## config.mk

```make
export PLATFORM = sky130hd
export DESIGN_NAME = mem_port_arbiter
export DESIGN_NICKNAME = d
export VERILOG_FILES = /design/src/rtl/mem_port_arbiter.sv
export SDC_FILE = /design/constraint.sdc
export NUM_CORES = 1
export LEC_CHECK = 0
export CORE_AREA = 2 2 109 111
export CTS_CLUSTER_DIAMETER = 50
export DETAILED_ROUTE_END_ITERATION = 10
export DIE_AREA = 0 0 111 113
export PLACE_DENSITY = 0.74
export REMOVE_ABC_BUFFERS = 1
export SLEW_MARGIN = 15
export SYNTH_ARGS = -nofsm -noshare
export SYNTH_HDL_FRONTEND = slang
export SYNTH_SLANG_ARGS = --single-unit
```

## constraint.sdc

```tcl
create_clock -name clk -period 1.9 [get_ports clk]
set_input_delay 0.57 -clock clk [delete_from_list [all_inputs] [get_ports clk]]
set_output_delay 0.57 -clock clk [all_outputs]
set_load 0.01 [all_outputs]
```

## src/rtl/mem_port_arbiter.sv

```systemverilog
// Shares one AHB-Lite master port between instruction fetch and data accesses.
// It arbitrates each address phase and routes completions back to the requester that owns the data phase.
module mem_port_arbiter #(
  parameter int STARVE_MAX = 4
) (
  input  logic        clk,
  input  logic        rst,
  input  logic        if_req,
  input  logic [31:0] if_addr,
  output logic        if_gnt,
  output logic        if_rvalid,
  output logic [31:0] if_rdata,
  input  logic        dm_req,
  input  logic        dm_write,
  input  logic [31:0] dm_addr,
  input  logic [2:0]  dm_size,
  input  logic [31:0] dm_wdata,
  output logic        dm_gnt,
  output logic        dm_rvalid,
  output logic [31:0] dm_rdata,
  output logic        bus_err,
  output logic        stall,
  output logic [31:0] HADDR,
  output logic [1:0]  HTRANS,
  output logic        HWRITE,
  output logic [2:0]  HSIZE,
  output logic [31:0] HWDATA,
  input  logic [31:0] HRDATA,
  input  logic        HREADY,
  input  logic        HRESP
);

  typedef enum logic [1:0] {
    HTRANS_IDLE   = 2'b00,
    HTRANS_NONSEQ = 2'b10
  } htrans_e;

  localparam logic [2:0] FETCH_SIZE = 3'b010;

  logic       dphase_valid;
  logic       dphase_owner;   // 1 = data requester owns the data phase
  logic       dphase_write;
  logic       cancel;
  logic [3:0] starve_cnt;

  logic arb_en;
  logic fetch_forced;
  logic dm_win;
  logic if_win;
  logic done;

  // NOTE: every signal written here gets a default first, so no path can infer a latch.
  always_comb begin
    // rst gates the grants so that all outputs read 0 for as long as reset is held.
    arb_en       = rst & HREADY & ~cancel;
    fetch_forced = if_req & (starve_cnt == 4'(STARVE_MAX));
    dm_win       = arb_en & dm_req & ~fetch_forced;
    if_win       = arb_en & if_req & ~dm_win;

    if_gnt = if_win;
    dm_gnt = dm_win;
    HTRANS = HTRANS_IDLE;
    HADDR  = '0;
    HWRITE = 1'b0;
    HSIZE  = '0;
    if (dm_win) begin
      HTRANS = HTRANS_NONSEQ;
      HADDR  = dm_addr;
      HWRITE = dm_write;
      HSIZE  = dm_size;
    end else if (if_win) begin
      HTRANS = HTRANS_NONSEQ;
      HADDR  = if_addr;
      HSIZE  = FETCH_SIZE;
    end

    done      = dphase_valid & HREADY;
    if_rvalid = done & ~dphase_owner;
    dm_rvalid = done & dphase_owner;
    if_rdata  = if_rvalid ? HRDATA : '0;
    dm_rdata  = (dm_rvalid & ~dphase_write) ? HRDATA : '0;
    bus_err   = done & HRESP;

    stall = rst & ((dm_req & ~dm_win) | (dphase_valid & dphase_owner & ~HREADY));
  end

  // NOTE: sequential state uses non-blocking assignments only, so every register samples pre-edge values.
  always_ff @(posedge clk or negedge rst) begin
    if (!rst) begin
      dphase_valid <= 1'b0;
      dphase_owner <= 1'b0;
      dphase_write <= 1'b0;
      HWDATA       <= '0;
      starve_cnt   <= '0;
      cancel       <= 1'b0;
    end else begin
      // An ERROR response ends on the cycle where HREADY is high. The cycle after its first half issues no grant.
      if (HREADY)
        cancel <= 1'b0;
      else if (HRESP)
        cancel <= 1'b1;

      if (HREADY) begin
        dphase_valid <= if_win | dm_win;
        dphase_owner <= dm_win;
        dphase_write <= dm_win & dm_write;
        if (dm_win && dm_write)
          HWDATA <= dm_wdata;

        if (if_win || !if_req)
          starve_cnt <= '0;
        else if (dm_win && starve_cnt != 4'(STARVE_MAX))
          starve_cnt <= starve_cnt + 4'd1;
      end
    end
  end

endmodule
```

# Word level (Yosys, flattened, before mapping)
# Cells that the tools add are included.
[word_totals]
output_inout_bits = 140
ff_bits = 40
wordCells = 55
input_bits = 138
[op_classes]
n_addsub = 1
mux = 13
bitwise_logic = 25
reduce_logical = 8
n_eq_ne = 2
[op_table]
columns = ["cell", "n"]
rows = [
  ["32-bit two-way mux", 4],
  ["1-bit bitwise AND", 17],
  ["4-bit two-way mux", 2],
  ["2-bit two-way mux", 3],
  ["1-bit inverter", 6],
  ["4-bit by 1-bit adder with 4-bit output (second input constant)", 1],
  ["4-bit by 3-bit equality test with 1-bit output (second input constant)", 1],
  ["4-bit by 3-bit inequality test with 1-bit output (second input constant)", 1],
  ["2-bit AND reduction", 2],
  ["2-bit nonzero test", 2],
  ["1-bit two-way mux", 3],
  ["3-bit two-way mux", 1],
  ["1-bit logical AND", 2],
  ["1-bit bitwise OR", 2],
  ["1-bit zero test", 1],
  ["1-bit logical OR", 1],
]

# Longest topological paths before layout
# Gate-level depths: netlist of the first run.
[depth]
depth_word = 9
depth_mapped = 7

# Least setup slack after synthesis of the first run
# OpenSTA, ideal clock, no wires.
[synth_path]
path_type = "input to output"
from = "input port dm_req"
to = "output port HADDR[16]"
slack_ns = -0.164
stages = 5
required_ns = 1.330
t_arrival_ns = 1.494
path_cell_list = "buf_2 -> inv_2 -> buf_1 -> o211ai_1 -> a21oi_1"
[synth_between]
elab_chain_cells = 6
[synth_rtl]
columns = ["element", "line_no", "rtl"]
rows = [
  ["start, declared", "13", "input logic dm_req,"],
  ["1-bit bitwise AND * (2 in a row)", "57", "dm_win = arb_en & dm_req & ~fetch_forced;"],
  ["1-bit inverter", "58", "if_win = arb_en & if_req & ~dm_win;"],
  ["1-bit bitwise AND", "58", ""],
  ["32-bit two-way mux", "71", "end else if (if_win) begin"],
  ["32-bit two-way mux *", "66", "if (dm_win) begin"],
  ["end, declared", "23", "output logic [31:0] HADDR,"],
]
# Every way passes the cells marked *; elsewhere a longest branch is shown, timed or not.

# Worst setup path after layout of the first run
[layout_path]
from = "input port if_req"
to = "output port HADDR[1]"
[layout_between]
elab_chain_cells = 7
elab_cells_between_ends = 8
classes_between = "mux (2); bitwise (6)"
[layout_rtl]
columns = ["element", "line_no", "rtl"]
rows = [
  ["start, declared", "8", "input logic if_req,"],
  ["1-bit bitwise AND", "56", "fetch_forced = if_req & (starve_cnt == 4'(STARVE_MAX));"],
  ["1-bit inverter", "57", ""],
  ["1-bit bitwise AND", "57", ""],
  ["1-bit inverter", "58", ""],
  ["1-bit bitwise AND", "58", ""],
  ["32-bit two-way mux", "71", ""],
  ["32-bit two-way mux *", "66", ""],
]
# Marks and branches as above.

==> impl_metrics.csv, run 1 <==
group,metric,value,unit
clock_tree,cts_made_buffers,5,
synth,syn-cell-area,2950,um^2
floorplan,core-area,11300,um^2
critical_path,critPathLaunchType,"input pin",
drt,viasPerCell,5.08,
synth,synth_edf_count,0,
critical_path,crit_start,"if_req",
power_and_ir_drop,power.density,510,nW/um^2
place,io_buffer_count,276,
timing,period_minus_slack,2420,ps
synth,synthArstFlopShare,100,%
drt,drc,0,
timing,hold_violations,0,
drt,firstDrtPassIters,5,
synth,synthFlopType,"dfrtp_1",
timing,setup_viol,114,
critical_path,critPathTopFamily,"buffers and inverters",
critical_path,crit_type,"in -> out",
global_route,gr-total-overflow,0,
min_path,hp-class,"in -> async",
timing,tightest_slew,510,ps
synth,postSynthCellCount,322,
critical_path,path_cells,"clkdlybuf4s15_2, and4b_2, buf_6, buf_16, o211ai_1, a21oi_1, buf_2",
synth,ys_seq_area_share,33.9,%
place,hpwl,9860,um
synth,synth_seq_cells,40,
timing,holdWs,509,ps
place,dp.cells,743,
timing,fin_setup_tns,-23190,ps
timing,drv_slew,0,
critical_path,r2r-start,"starve_cnt[1]",
final_layout,stdcell_count,797,
clock_tree,cts-htree-levels,2,
status,violations,"negative setup slack",
drt,totalWireLength,15800,um
clock_tree,cts_tree,"built",
final_layout,area_growth,146,%
place,place_congestion,0.925,
synth,yosysWarnings,0,
final_layout,final_nets,793,
final_layout,post-route-util,64.5,%
power_and_ir_drop,p_leak,3.36,nW
final_layout,final_area,7270,um^2
critical_path,worstPathRequired,1330,ps
critical_path,r2r.worst_path.cells,9,
clock_tree,clock-sinks,40,
critical_path,max_stage_delay,260,ps
floorplan,die_w,111,um
timing,period_share,127,%
drt,vias,4048,
floorplan,num_rows,39,
timing,finalClockSkew,7.65,ps
global_route,grt_pass1_vias,4077,
critical_path,critPathMaxFanout,7,
timing,timing.slew.headroom,66.0,%
timing,max_freq,0.413,GHz
critical_path,critPathBufInv,4,
timing,rsz0062_at_grt,"yes",
status,status,"finished with violations",
clock_tree,clock_latency,280,ps
synth,syn_area_per_cell,9.17,um^2
floorplan,die-area,12500,um^2
clock_tree,root_buffer,"clkbuf_16",
power_and_ir_drop,power.total,3.71,mW
global_route,grt_pass1_wl,22500,um
timing,final.setup.worst_slack,-522,ps
final_layout,drive_above_1_share,50.9,%
place,pre_cts_ws,-1130,ps
drt,drtIter0Drc,335,
place,place_area,6050,um^2
synth,synth.top_cell.area_share,33.9,%
clock_tree,clock_path_buffers,2,
critical_path,crit_arrival,1850,ps
global_route,grtUsageTotal,22.4,%
floorplan,die_h,113,um
drt,ant_nets,0,
drt,wire_per_inst,19.8,um
critical_path,r2r-end,"HWDATA[9]",
critical_path,end_kind,"output port",
synth,synth.area.top_cells,"dfrtp_1, mux2_4, o211ai_1",
global_route,antenna_found_initial,0,
floorplan,io_pins,278,
power_and_ir_drop,max-vdd-ir-drop,0.000692,V
synth,synth_largest_area_cell,"dfrtp_1",
synth,yosysMostFrequentCell,"dfrtp_1",
run,cap_violations,0,
global_route,grt_max_degree,42,
synth,ys_types,38,
critical_path,slowest_stage,"clkdlybuf4s15_2",
critical_path,r2r_setup_slack,-20,ps
floorplan,start_util,26.2,%
final_layout,diodes,0,
clock_tree,path_clk_slew,60,ps
synth,ys_top_cells_by_count,"dfrtp_1, and3_1, a21oi_1, nand3_1, o211ai_1",
-- how the worst max path moves through the flow --
stage,endpoint,slack (ps),depth (start not counted)
6_report,HADDR[1],-520,7
5_1_grt,HADDR[7],-590,8
4_1_cts,HADDR[1],-520,8
3_5_place_dp,HADDR[7],-1130,6
3_3_place_gp,HADDR[7],-1110,5
2_1_floorplan,HWRITE,-1130,5
-- routing by layer --
metal	global-route usage, %	up-vias	share of wire [%]
li1	-	1844	-
met2	40.3	248	52
met1	27.3	1924	38
met4	6.42	0	2.4
met3	4.45	32	7.5
met5	0	-	0
-- cell usage in the layout (no fill, tap or decap), types with 26 or more instances in the layout --
cell / netlist / layout
a21oi_1: 34 / 26
and2_4: 0 / 30
and3_4: 0 / 36
buf_2: 10 / 39
buf_4: 1 / 36
buf_6: 3 / 88
clkdlybuf4s50_1: 0 / 155
dfrtp_1: 40 / 40
mux2_4: 28 / 32
o211ai_1: 33 / 33
-- state kept, by name (all words and copies together) (netlist names) --
register	count
HWDATA	32
dphase_owner	1
dphase_write	1
cancel	1
starve_cnt	4
dphase_valid	1
-- layout make-up --
cell class | count | area [um^2]
fill | 864 | 4000
timing repair buffer | 361 | 3760
multi-input combinational | 237 | 2120
sequential | 40 | 1000
tap | 143 | 179
clock buffer | 7 | 153
clock inverter | 1 | 30.0
inverter | 8 | 30.0
-- worst min-delay path, delay by kind of cell --
kind                   cells  cell delay, ps
buffers and inverters      3             660
-- power breakdown --
part	internal, mW	switching, mW
Combinational	1.03	0.539
Clock	0.691	0.318
Sequential	1.03	0.106
Total	2.74	0.963
-- logic make-up after synthesis --
family | share of synthesized area [%]
other cells | 0.127
compound gates | 17.3
mux | 15.8
fa+ha+maj | 0.848
buf+inv | 7.04
simple gates | 25.0
flops | 33.9
-- what timing repair did --
| action | 4_1_cts | 5_1_grt |
|---|---|---|
| resized for setup | 600 | 97 |
| buffers inserted | 26 | 11 |
| gates cloned | 12 | 5 |
| endpoints found under the setup margin | 143 | 140 |
| hold buffers | 0 | 0 |
| pin swaps | 54 | 29 |
Note: power is estimated with default switching activity, not from simulation.
==> run 2, diff against run 1 <==
==> constraint.sdc (replaced) <==
create_clock -name clk -period 1.9 [get_ports clk]
set_input_delay 0.38 -clock clk [delete_from_list [all_inputs] [get_ports clk]]
set_output_delay 0.38 -clock clk [all_outputs]
set_load 0.01 [all_outputs]
==> impl_metrics.csv, run 2 (same netlist as run 1, synthesis figures left out) <==
group,metric,value,unit
status,status,"finished with violations",
status,violations,"negative setup slack",
final_layout,diodes,0,
drt,vias,3813,
timing,hold_violations,0,
power_and_ir_drop,swShare,25.9,%
floorplan,num_rows,39,
drt,wire_per_inst,17.9,um
clock_tree,clock_latency,280,ps
clock_tree,clock_path_buffers,2,
global_route,grt_max_degree,35,
floorplan,core-area,11300,um^2
clock_tree,root_buffer,"clkbuf_16",
drt,drc,0,
final_layout,final_common_cell,"clkdlybuf4s50_1",
critical_path,critPathMaxFanout,17,
clock_tree,cts_made_buffers,5,
run,cap_violations,0,
critical_path,crit_arrival,1840,ps
critical_path,endpoint,"HADDR[1]",
global_route,gr-total-overflow,0,
drt,drtIter0Drc,347,
power_and_ir_drop,seq_power_share,31.7,%
timing,fin_setup_tns,-9750,ps
floorplan,die-area,12500,um^2
place,hpwl,10100,um
floorplan,die_w,111,um
critical_path,r2r_setup_slack,40,ps
power_and_ir_drop,power_frac_clock,28.6,%
place,io_buffer_count,276,
power_and_ir_drop,switching_power,0.927,mW
drt,ant_nets,0,
final_layout,final_cell_mix,"clkdlybuf4s50_1, buf_2, dfrtp_1",
power_and_ir_drop,internal-power,2.65,mW
global_route,grt_pass1_vias,3741,
power_and_ir_drop,p_leak,3.05,nW
timing,setup_viol,39,
critical_path,r2r-end,"HWDATA[5]",
clock_tree,clock-sinks,40,
floorplan,die_h,113,um
place,place_congestion,0.885,
place,pre_cts_ws,-789,ps
drt,viasPerCell,4.97,
clock_tree,cts_hold_buf,0,
drt,totalWireLength,13700,um
final_layout,largest_register_ffs,32,
timing,drv_slew,0,
final_layout,area_growth,114,%
critical_path,worstPathRequired,1520,ps
min_path,hp-class,"in -> async",
final_layout,reg_top3,"HWDATA: 32 flops, starve_cnt: 4 flops",
critical_path,crit_start,"starve_cnt[1]",
final_layout,final_nets,763,
critical_path,critPathLaunchType,"flop",
critical_path,r2r.worst_path.cells,8,
global_route,grtUsageTotal,19.8,%
critical_path,r2r-start,"starve_cnt[1]",
global_route,grt_pass1_wl,20200,um
floorplan,start_util,26.2,%
timing,period_share,117,%
power_and_ir_drop,combPwrFrac,39.7,%
final_layout,drive_above_1_share,31.3,%
clock_tree,cts_tree,"built",
drt,firstDrtPassIters,4,
final_layout,largest_register,"HWDATA",
critical_path,crit_type,"reg -> out",
power_and_ir_drop,power.density,567,nW/um^2
clock_tree,cts-htree-levels,2,
floorplan,io_pins,278,
critical_path,end_kind,"output port",
timing,final.setup.worst_slack,-323,ps
power_and_ir_drop,max-vdd-ir-drop,0.000700,V
clock_tree,path_clk_slew,60,ps
global_route,antenna_found_initial,0,
timing,max_freq,0.450,GHz
timing,rsz0062_at_grt,"yes",
timing,holdWs,81.0,ps
timing,period_minus_slack,2220,ps
power_and_ir_drop,power.total,3.58,mW
timing,finalClockSkew,2.69,ps
## run 2: cell types whose count changed in the layout (fill, tap and decap cells not counted), sizes merged
cell           change
bufbuf             -2
clkdlybuf4s15     +25
buf               -77
clkbuf            +19
dlygate4sd2        -5
clkdlybuf4s50     +10
## run 2: layout make-up
cell class / instances / area, um^2
clock buffers: 7 / 153
clock inverters: 1 / 30.0
fillers: 982 / 4960
inverters: 8 / 30.0
multi-input cells: 237 / 1810
flip-flops and latches: 40 / 1000
well taps: 143 / 179
repair buffers: 331 / 3110
## run 2: how the worst min path moves through the flow
stage	end	cells after the start
6_report	dphase_valid	2
3_3_place_gp	dphase_valid	2
2_1_floorplan	HWDATA[0]	0
4_1_cts	HWDATA[25]	2
5_1_grt	dphase_valid	2
3_5_place_dp	dphase_valid	2
## run 2: metal layers
layer / share of wire, % / up-vias / GRT usage (%)
met1: 39 / 1807 / 24.2
met4: 2.7 / 0 / 7.50
met2: 51 / 200 / 34.7
li1: - / 1778 / -
met5: 0 / - / 0
met3: 7.4 / 28 / 3.75
## run 2: metrics by stage
stage               utilization (%)  cells  instance area, um^2
floorplan                         -    285                 2770
global placement               54.0    744                 6090
detailed placement             54.0    744                 6090
CTS                            55.0    759                 6200
global route                   56.0    767                 6310
finish                         56.0    767                 6310
## run 2: worst max-delay path, stage by stage, from the launching register on
cell      delay, ps
dfrtp_1         380
inv_1            60
ha_2            170
and4b_2         240
buf_4           130
buf_12          140
o211ai_1        100
a21oi_2         180
buf_2           150
## run 2: repair_timing
action                                  CTS  global route
cloned                                    2             8
pin swaps                                27             7
endpoints found under the setup margin  120           134
buffers inserted                          6             0
gates resized for setup                 300           105
## run 2: power by group through the flow
| stage | logic, mW | clock network (mW) | registers [mW] |
|---|---|---|---|
| 2_1_floorplan | 0.393 | 0 | 1.21 |
| 3_3_place_gp | 1.38 | 0 | 1.13 |
| 3_5_place_dp | 1.41 | 0 | 1.14 |
| 4_1_cts | 1.39 | 1.05 | 1.13 |
| 5_1_grt | 1.51 | 1.08 | 1.16 |
| 6_report | 1.42 | 1.02 | 1.13 |
==> run 3, diff against run 2 <==
--- a/config.mk
+++ b/config.mk
@@ -5,11 +5,11 @@
 export SDC_FILE = /design/constraint.sdc
 export NUM_CORES = 1
 export LEC_CHECK = 0
-export CORE_AREA = 2 2 109 111
+export CORE_AREA = 2 2 112 114
 export CTS_CLUSTER_DIAMETER = 50
 export DETAILED_ROUTE_END_ITERATION = 10
-export DIE_AREA = 0 0 111 113
-export PLACE_DENSITY = 0.74
+export DIE_AREA = 0 0 114 116
+export PLACE_DENSITY = 0.7
 export REMOVE_ABC_BUFFERS = 1
 export SLEW_MARGIN = 15
 export SYNTH_ARGS = -nofsm -noshare
==> impl_metrics.csv, run 3 (same netlist as run 1, synthesis figures left out) <==
group,metric,value,unit
clock_tree,cts-htree-levels,2,
drt,viasPerCell,4.93,
floorplan,io_pins,278,
critical_path,critPathMaxFanout,6,
clock_tree,path_clk_slew,60,ps
timing,rsz0062_at_grt,"yes",
timing,finalClockSkew,3.15,ps
timing,hold_violations,0,
drt,drtIter0Drc,234,
global_route,grt_pass1_wl,21300,um
clock_tree,cts_tree,"built",
drt,wire_per_inst,19.1,um
final_layout,stdcell_count,786,
timing,drv_slew,0,
status,violations,"negative setup slack",
place,dp.cells,746,
place,place_congestion,0.949,
timing,max_freq,0.452,GHz
timing,setup_viol,71,
critical_path,r2r_setup_slack,-100,ps
power_and_ir_drop,p_leak,3.22,nW
drt,vias,3874,
drt,drc,0,
floorplan,core-area,11900,um^2
place,hpwl,10200,um
critical_path,end_kind,"output port",
floorplan,die-area,13200,um^2
drt,firstDrtPassIters,5,
global_route,gr-total-overflow,0,
drt,ant_nets,0,
clock_tree,cts_made_buffers,5,
global_route,antenna_found_initial,1,
clock_tree,clock_latency,280,ps
critical_path,r2r.worst_path.cells,11,
timing,final.setup.worst_slack,-314,ps
critical_path,critPathLaunchType,"flop",
floorplan,num_rows,40,
final_layout,final_common_cell,"clkdlybuf4s50_1",
power_and_ir_drop,power.density,517,nW/um^2
run,cap_violations,0,
global_route,grtUsageTotal,20.4,%
timing,holdWs,166,ps
final_layout,area_growth,125,%
critical_path,worstPathRequired,1520,ps
power_and_ir_drop,max-vdd-ir-drop,0.000547,V
critical_path,r2r-end,"HWDATA[1]",
final_layout,final_nets,778,
place,pre_cts_ws,-744,ps
timing,period_share,117,%
clock_tree,clock_path_buffers,2,
global_route,grt_max_degree,41,
final_layout,final_cell_mix,"clkdlybuf4s50_1, buf_2, dfrtp_1",
floorplan,start_util,24.8,%
final_layout,drive_above_1_share,43.4,%
power_and_ir_drop,power.total,3.43,mW
floorplan,die_w,114,um
final_layout,fillers,1070,
drt,totalWireLength,15000,um
clock_tree,cts_hold_buf,0,
critical_path,crit_type,"reg -> out",
min_path,hp-class,"in -> async",
final_layout,largest_register_ffs,32,
final_layout,largest_register,"HWDATA",
final_layout,reg_top3,"HWDATA: 32 flops, starve_cnt: 4 flops",
place,io_buffer_count,276,
status,status,"finished with violations",
clock_tree,clock-sinks,40,
floorplan,die_h,116,um
final_layout,post-route-util,55.7,%
critical_path,crit_arrival,1830,ps
global_route,grt_pass1_vias,3900,
timing,period_minus_slack,2210,ps
clock_tree,root_buffer,"clkbuf_16",
critical_path,r2r-start,"starve_cnt[0]",
-- run 3: cell types whose count changed in the layout (fill, tap and decap cells not counted), moves of 4 or more --
cell,delta
buf_12,+8
and2_1,-11
buf_6,+22
and2_4,+11
buf_4,-4
nand3_2,+11
clkdlybuf4s15_1,-25
buf_2,+27
a21oi_1,-16
a21oi_2,+16
clkbuf_2,-14
nand3_1,-12
-- run 3: critical path, stage by stage, from the launching register on --
cell      delay [ps]
dfrtp_1          390
inv_2             80
ha_4             140
and4b_4          310
buf_12           130
buf_12           100
o211ai_1         110
a21oi_2          150
buf_2            150
-- run 3: worst max-delay path by stage --
stage,start,endpoint,slack [ps],depth (start not counted)
finish,starve_cnt[0],HADDR[8],-310,8
global route,starve_cnt[0],HADDR[10],-400,10
CTS,starve_cnt[0],HADDR[5],-330,8
detailed placement,HREADY,if_gnt,-740,5
global placement,if_req,HADDR[16],-630,7
floorplan,starve_cnt[0],HWRITE,-940,5
-- run 3: power breakdown --
part / switching (mW) / internal, mW
registers: 0.108 / 1.03
logic: 0.526 / 0.974
clock network: 0.313 / 0.477
total: 0.947 / 2.48
-- run 3: through the flow --
| step | TNS, ps | area [um^2] |
|---|---|---|
| after global routing | -18490 | 6630 |
| after CTS | -14910 | 6320 |
| after global placement | -74520 | 6090 |
| after floorplan | -44350 | 2770 |
| after detailed placement | -79820 | 6090 |
| final | -12100 | 6630 |
-- run 3: final cells by class --
cell class	instances	area, um^2	area share (%)
Timing Repair Buffer	346	3280	49.5
Antenna cell	1	2.50	0.0378
Clock buffer	6	129	1.94
Multi-Input combinational cell	237	2000	30.1
Clock inverter	1	5.00	0.0755
Inverter	8	30.0	0.453
Sequential cell	40	1000	15.1
Tap cell	147	184	2.77
-- run 3: timing repair --
action                                  in CTS  in global routing
gates resized for setup                    458                104
setup buffers                               18                  9
pin swaps                                   45                 41
endpoints found under the setup margin     131                104
gates cloned                                11                  4
-- run 3: layer usage --
layer,GRT usage (%),share of wire (%),vias to the layer above
li1,-,-,1805
met2,36.2,51,202
met5,0,0,-
met1,24.8,39,1841
met3,5.28,8.5,26
met4,4.55,1.6,0
